**src/rtl/csa_accum_pipe.sv**
```systemverilog
`default_nettype none
// ============================================================================
// Module   : csa_accum_pipe
// Purpose  : Streaming three-operand carry-save accumulator. Each accepted
//            beat (a, b, c) is folded into redundant S/C registers through a
//            3:2 compressor followed by a 4:2 compressor. The terminal beat
//            of a frame starts a chunked ripple-carry resolve of S+C, CHUNK
//            bits per cycle, and the result is held until consumed.
// Ports    : clk, rst_n (async active-low)
//            in_valid/in_ready, in_a/in_b/in_c [WIDTH], in_last  - beat input
//            out_valid/out_ready, out_sum [OW], out_ovf          - result
// Options  : CSA_SIGNED_EN - operands are two's complement and sign-extended
//            (default: unsigned, zero-extended).
// Revision : 1.0 - initial release
// ============================================================================
module csa_accum_pipe #(
  parameter int WIDTH = 16,
  parameter int GUARD = 4,
  parameter int CHUNK = 8
) (
  input  logic                       clk,
  input  logic                       rst_n,
  input  logic                       in_valid,
  output logic                       in_ready,
  input  logic [WIDTH-1:0]           in_a,
  input  logic [WIDTH-1:0]           in_b,
  input  logic [WIDTH-1:0]           in_c,
  input  logic                       in_last,
  output logic                       out_valid,
  input  logic                       out_ready,
  output logic [WIDTH+2+GUARD-1:0]   out_sum,
  output logic                       out_ovf
);

  localparam int OW = WIDTH + 2 + GUARD;
  localparam int NR = (OW + CHUNK - 1) / CHUNK;
  localparam int PW = NR * CHUNK;
  localparam int IW = (NR > 1) ? $clog2(NR) : 1;
  localparam int CW = GUARD + 1;

  localparam logic [1:0] ST_IDLE    = 2'd0;
  localparam logic [1:0] ST_ACCUM   = 2'd1;
  localparam logic [1:0] ST_RESOLVE = 2'd2;
  localparam logic [1:0] ST_DONE    = 2'd3;

  logic [1:0]     state;
  logic           alive;       // low during reset so in_ready stays low
  logic [OW-1:0]  s_q, c_q;
  logic [CW-1:0]  count;
  logic [IW-1:0]  idx;
  logic           carry;
  logic [OW-1:0]  res;
  logic           ovf;

  // Operand extension to the accumulator width
  logic [OW-1:0] ea, eb, ec;
`ifdef CSA_SIGNED_EN
  assign ea = {{(OW-WIDTH){in_a[WIDTH-1]}}, in_a};
  assign eb = {{(OW-WIDTH){in_b[WIDTH-1]}}, in_b};
  assign ec = {{(OW-WIDTH){in_c[WIDTH-1]}}, in_c};
`else
  assign ea = {{(OW-WIDTH){1'b0}}, in_a};
  assign eb = {{(OW-WIDTH){1'b0}}, in_b};
  assign ec = {{(OW-WIDTH){1'b0}}, in_c};
`endif

  // 3:2 on the operands, then a 4:2 (two chained 3:2 stages) merging the
  // operand pair with the running S/C. Everything wraps modulo 2^OW, which is
  // exact because the frame total fits in OW bits.
  logic [OW-1:0] s1, c1s, x1, y1s, s_nxt, c_nxt;
  always_comb begin
    s1    = ea ^ eb ^ ec;
    c1s   = ((ea & eb) | (ea & ec) | (eb & ec)) << 1;
    x1    = s1 ^ c1s ^ s_q;
    y1s   = ((s1 & c1s) | (s1 & s_q) | (c1s & s_q)) << 1;
    s_nxt = x1 ^ y1s ^ c_q;
    c_nxt = ((x1 & y1s) | (x1 & c_q) | (y1s & c_q)) << 1;
  end

  // One CHUNK-wide ripple slice of S+C selected by the resolve index.
  // S/C are padded to a whole number of chunks so the top slice is in range.
  logic [PW-1:0]  s_pad, c_pad;
  logic [CHUNK:0] slice;
  always_comb begin
    s_pad = '0;
    c_pad = '0;
    s_pad[OW-1:0] = s_q;
    c_pad[OW-1:0] = c_q;
    slice = {1'b0, s_pad[int'(idx)*CHUNK +: CHUNK]}
          + {1'b0, c_pad[int'(idx)*CHUNK +: CHUNK]}
          + {{CHUNK{1'b0}}, carry};
  end

  logic accept, at_limit, terminal;
  assign in_ready  = alive & ((state == ST_IDLE) | (state == ST_ACCUM));
  assign accept    = in_valid & in_ready;
  assign at_limit  = (count == CW'((1 << GUARD) - 1));
  assign terminal  = in_last | at_limit;
  assign out_valid = (state == ST_DONE);
  assign out_sum   = res;
  assign out_ovf   = ovf;

  always_ff @(posedge clk or negedge rst_n) begin
    if (!rst_n) begin
      state <= ST_IDLE;
      alive <= 1'b0;
      s_q   <= '0;
      c_q   <= '0;
      count <= '0;
      idx   <= '0;
      carry <= 1'b0;
      res   <= '0;
      ovf   <= 1'b0;
    end else begin
      alive <= 1'b1;
      case (state)
        ST_IDLE, ST_ACCUM: begin
          if (accept) begin
            s_q   <= s_nxt;
            c_q   <= c_nxt;
            count <= count + CW'(1);
            if (terminal) begin
              state <= ST_RESOLVE;
              // Overflow only when the beat limit, not in_last, ended the frame
              ovf   <= ~in_last;
            end else begin
              state <= ST_ACCUM;
            end
          end
        end
        ST_RESOLVE: begin
          // Carry out of the top slice is dropped; it is zero within the limit
          carry <= slice[CHUNK];
          for (int i = 0; i < OW; i++) begin
            if ((i / CHUNK) == int'(idx)) res[i] <= slice[i % CHUNK];
          end
          if (idx == IW'(NR - 1)) begin
            idx   <= '0;
            state <= ST_DONE;
          end else begin
            idx <= idx + IW'(1);
          end
        end
        ST_DONE: begin
          if (out_ready) begin
            state <= ST_IDLE;
            s_q   <= '0;
            c_q   <= '0;
            count <= '0;
            carry <= 1'b0;
          end
        end
        default: state <= ST_IDLE;
      endcase
    end
  end

endmodule
`default_nettype wire

```
**config.mk**
```make
export PLATFORM = sky130hd
export DESIGN_NAME = csa_accum_pipe
export DESIGN_NICKNAME = d
export VERILOG_FILES = /design/src/rtl/csa_accum_pipe.sv
export SDC_FILE = /design/constraint.sdc
export NUM_CORES = 1
export LEC_CHECK = 0
export ABC_CLOCK_PERIOD_IN_PS = 8130
export CAP_MARGIN = 20
export CORE_ASPECT_RATIO = 1.75
export CORE_MARGIN = 3
export CORE_UTILIZATION = 30
export DETAILED_ROUTE_END_ITERATION = 16
export HOLD_SLACK_MARGIN = 0.08
export SYNTH_ARGS = -nofsm -noshare
export SYNTH_HDL_FRONTEND = slang
export SYNTH_SLANG_ARGS = --single-unit
```
**constraint.sdc**
```tcl
create_clock -name clk -period 8.13 [get_ports clk]
set_input_delay 1.626 -clock clk [delete_from_list [all_inputs] [get_ports clk]]
set_output_delay 1.626 -clock clk [all_outputs]
set_load 0.01 [all_outputs]
```
==> metrics.txt <==
Net Count, Synth 543; WP data required 8330 ps; Resized cells post-CTS 0; Synth warnings 0; setup bufs post-CTS 0; routed via count 3231; worst min-delay path category reg2reg; Worst Skew 6.97 ps; Peak supply drop 0.000100 V; Post-synth EDFFs 0; largest net degree at the start of global routing 77; hold depth 2; Detailed Place HPWL 8270 µm; P per Cell Area 319 nW/µm²; Tcrit/Tclk final 43.7%; met3 global-route usage 1.85%; gr usage total 12.9%; Worst Min Path Start out_sum[8]$_DFFE_PN0P_; IO Pins 78; CP most frequent cell fa_1; Critical Path Start Type primary input; max-cap viol count 0; CTS Sinks 76; final core occ 39.0%; die area 17000 µm²; Post-Syn Area per Cell 10.9 µm²; CTS Hold Bufs 0; Worst Path Arrival 3750 ps; max incr delay on CP 550 ps; H-tree Lvls 3; DRT iter0 DRCs 117; Worst path slowest cell fa_1; initial antenna violation count 0; Gate Count Post-Synth 426; Placer Congestion 0.844; die height 170 µm; Clock Pin Slew Worst Setup and Hold Paths 60 ps; FF+latch count, synth 76; number of I/O port buffers 77; Reg-to-Reg Start idx[0]$_DFFE_PN0P_; clk_lat worst skew 340 ps; GR Util met2 24.7%; Initial DRT Pass Iterations 5; max-slew violation count 0; CTS tree done; Post-synth ARST share 100%; dominant cell type by area after synthesis dfrtp_1; Clock Path Buffers 2; Slew @ Worst Pin 959 ps; final WL 10300 µm; r2r endpoint carry$_DFFE_PN0P_; fmax 282 MHz; worst path cell trace clkdlybuf4s50_1 -> fa_1 -> inv_1 -> fa_1 -> fa_1 -> o22ai_1; critical path class in2reg; Antenna diodes 0; Critical Path Sink Type flop; hold endpoint out_sum[8]$_DFFE_PN0P_; Synth cell types 41; Mapped Area 4640 µm²; synthesis-to-finish area growth 26.1%; setup total negative slack 0 ps; Slew HR 36.1%; Final Power 1.87 mW; Initial Util 30.9%; sequential share of the synthesized area 41.0%; nets 613; Synth Flop Type dfrtp_1; root buf cell clkbuf_16; layout cells sized above 1 5.59%; DR WL/cell 15.1 µm; Final Hold Viols 0; main area contributors after synthesis dfrtp_1 (41%), fa_1 (21%), inv_1 (5.4%); RSZ-0062 raised after global routing false; average vias per placed instance 4.72; status finished, final reports clean; CTS Buf Count 9; post-layout min period 3550 ps; setup violators final 0; Yosys top cell area share 41.0%; Die Width 100 µm; LEAKAGE 2.59 nW; Reg2Reg Depth 9; CP Max Fanout 1; # rows 59; vias in the first global route 3579; first-pass GRT wire length 17100 µm; number of remaining DRC errors 0; GR Overflow Total 0; most frequent cells in the layout dfrtp_1 (76), clkdlybuf4s50_1 (76), inv_1 (67); busiest layer in global routing met2; setup slack, reg-to-reg 4600 ps; Routed Antenna Nets 0; routing usage on met1 13.6%; Core Box Area 15000 µm²
through the flow:
stage / cells / cell area (µm²) / hold slack (ps) / worst slack [ps]
after global placement: 668 / 5550 / 465 / 4240
after global routing: 684 / 5850 / 506 / 4370
after detailed placement: 668 / 5550 / 472 / 4210
after CTS: 684 / 5850 / 485 / 4570
after floorplan: 426 / 4640 / 465 / 4760
final: 684 / 5850 / 479 / 4580
synth_stat cells, types with 4 or more instances:
| cell type | instances |
|---|---|
| inv_1 | 67 |
| mux2_2 | 5 |
| o21ai_0 | 29 |
| dfrtp_1 | 76 |
| xor2_1 | 4 |
| a21oi_1 | 11 |
| o31ai_1 | 5 |
| clkbuf_1 | 7 |
| nor2_1 | 14 |
| a22o_1 | 10 |
| nor2b_1 | 4 |
| o22ai_1 | 29 |
| ha_1 | 15 |
| nand2_1 | 44 |
| buf_2 | 9 |
| fa_1 | 49 |
| mux2i_1 | 14 |
critical path: cells and delay by family:
kind	cells	cell delay (ps)
adders and majority gates	3	1550
buffers and inverters	2	500
AOI/OAI and AO/OA	1	80
power by group:
group          total [mW]  switching, mW  internal [mW]
Sequential          0.625          0.115          0.510
Combinational       0.844          0.448          0.397
Clock               0.397          0.159          0.238
flip-flops by register name, summed over array words and instances, names as in the netlist:
signal / flops
alive: 1
c_q: 20
carry: 1
count: 5
idx: 2
out_ovf: 1
out_sum: 22
s_q: 22
state: 2
metal layers:
metal / part of all wire (%) / vias up
li1: - / 1553
met1: 36 / 1599
met2: 58 / 64
met3: 3.5 / 15
met4: 2.6 / 0
met5: 0 / -
final cells by class:
class | count | area, µm²
multi-input cells | 264 | 2390
clock inverters | 7 | 75.1
clock buffers | 9 | 225
flip-flops and latches | 76 | 1900
inverters | 67 | 251
repair buffers | 78 | 776
well taps | 183 | 229
fillers | 1468 | 9140
worst max path at each step:
stage                       startpoint                 endpoint
floorplan                     in_a[10]      s_q[10]$_DFFE_PN0P_
global placement               in_a[5]       s_q[5]$_DFFE_PN0P_
detailed placement             in_a[7]       s_q[7]$_DFFE_PN0P_
CTS                            in_a[7]       c_q[8]$_DFFE_PN0P_
global route        idx[0]$_DFFE_PN0P_  out_sum[14]$_DFFE_PN0P_
finish                         in_a[7]       s_q[7]$_DFFE_PN0P_
cell families (layout without fill, tap and decap cells):
logic type / after synthesis / count (layout) / share of synthesized area (%)
multiplexers: 19 / 19 / 4.24
AO/OA/AOI/OAI: 97 / 97 / 13.1
AND/OR/NAND/NOR: 78 / 78 / 7.99
buffers and inverters: 86 / 161 / 7.45
other: 1 / 1 / 0.0809
flip-flops: 76 / 76 / 41.0
adder cells (fa/ha/maj): 64 / 64 / 25.2
XOR/XNOR: 5 / 5 / 0.944
Note: power is estimated with default switching activity, not from simulation.
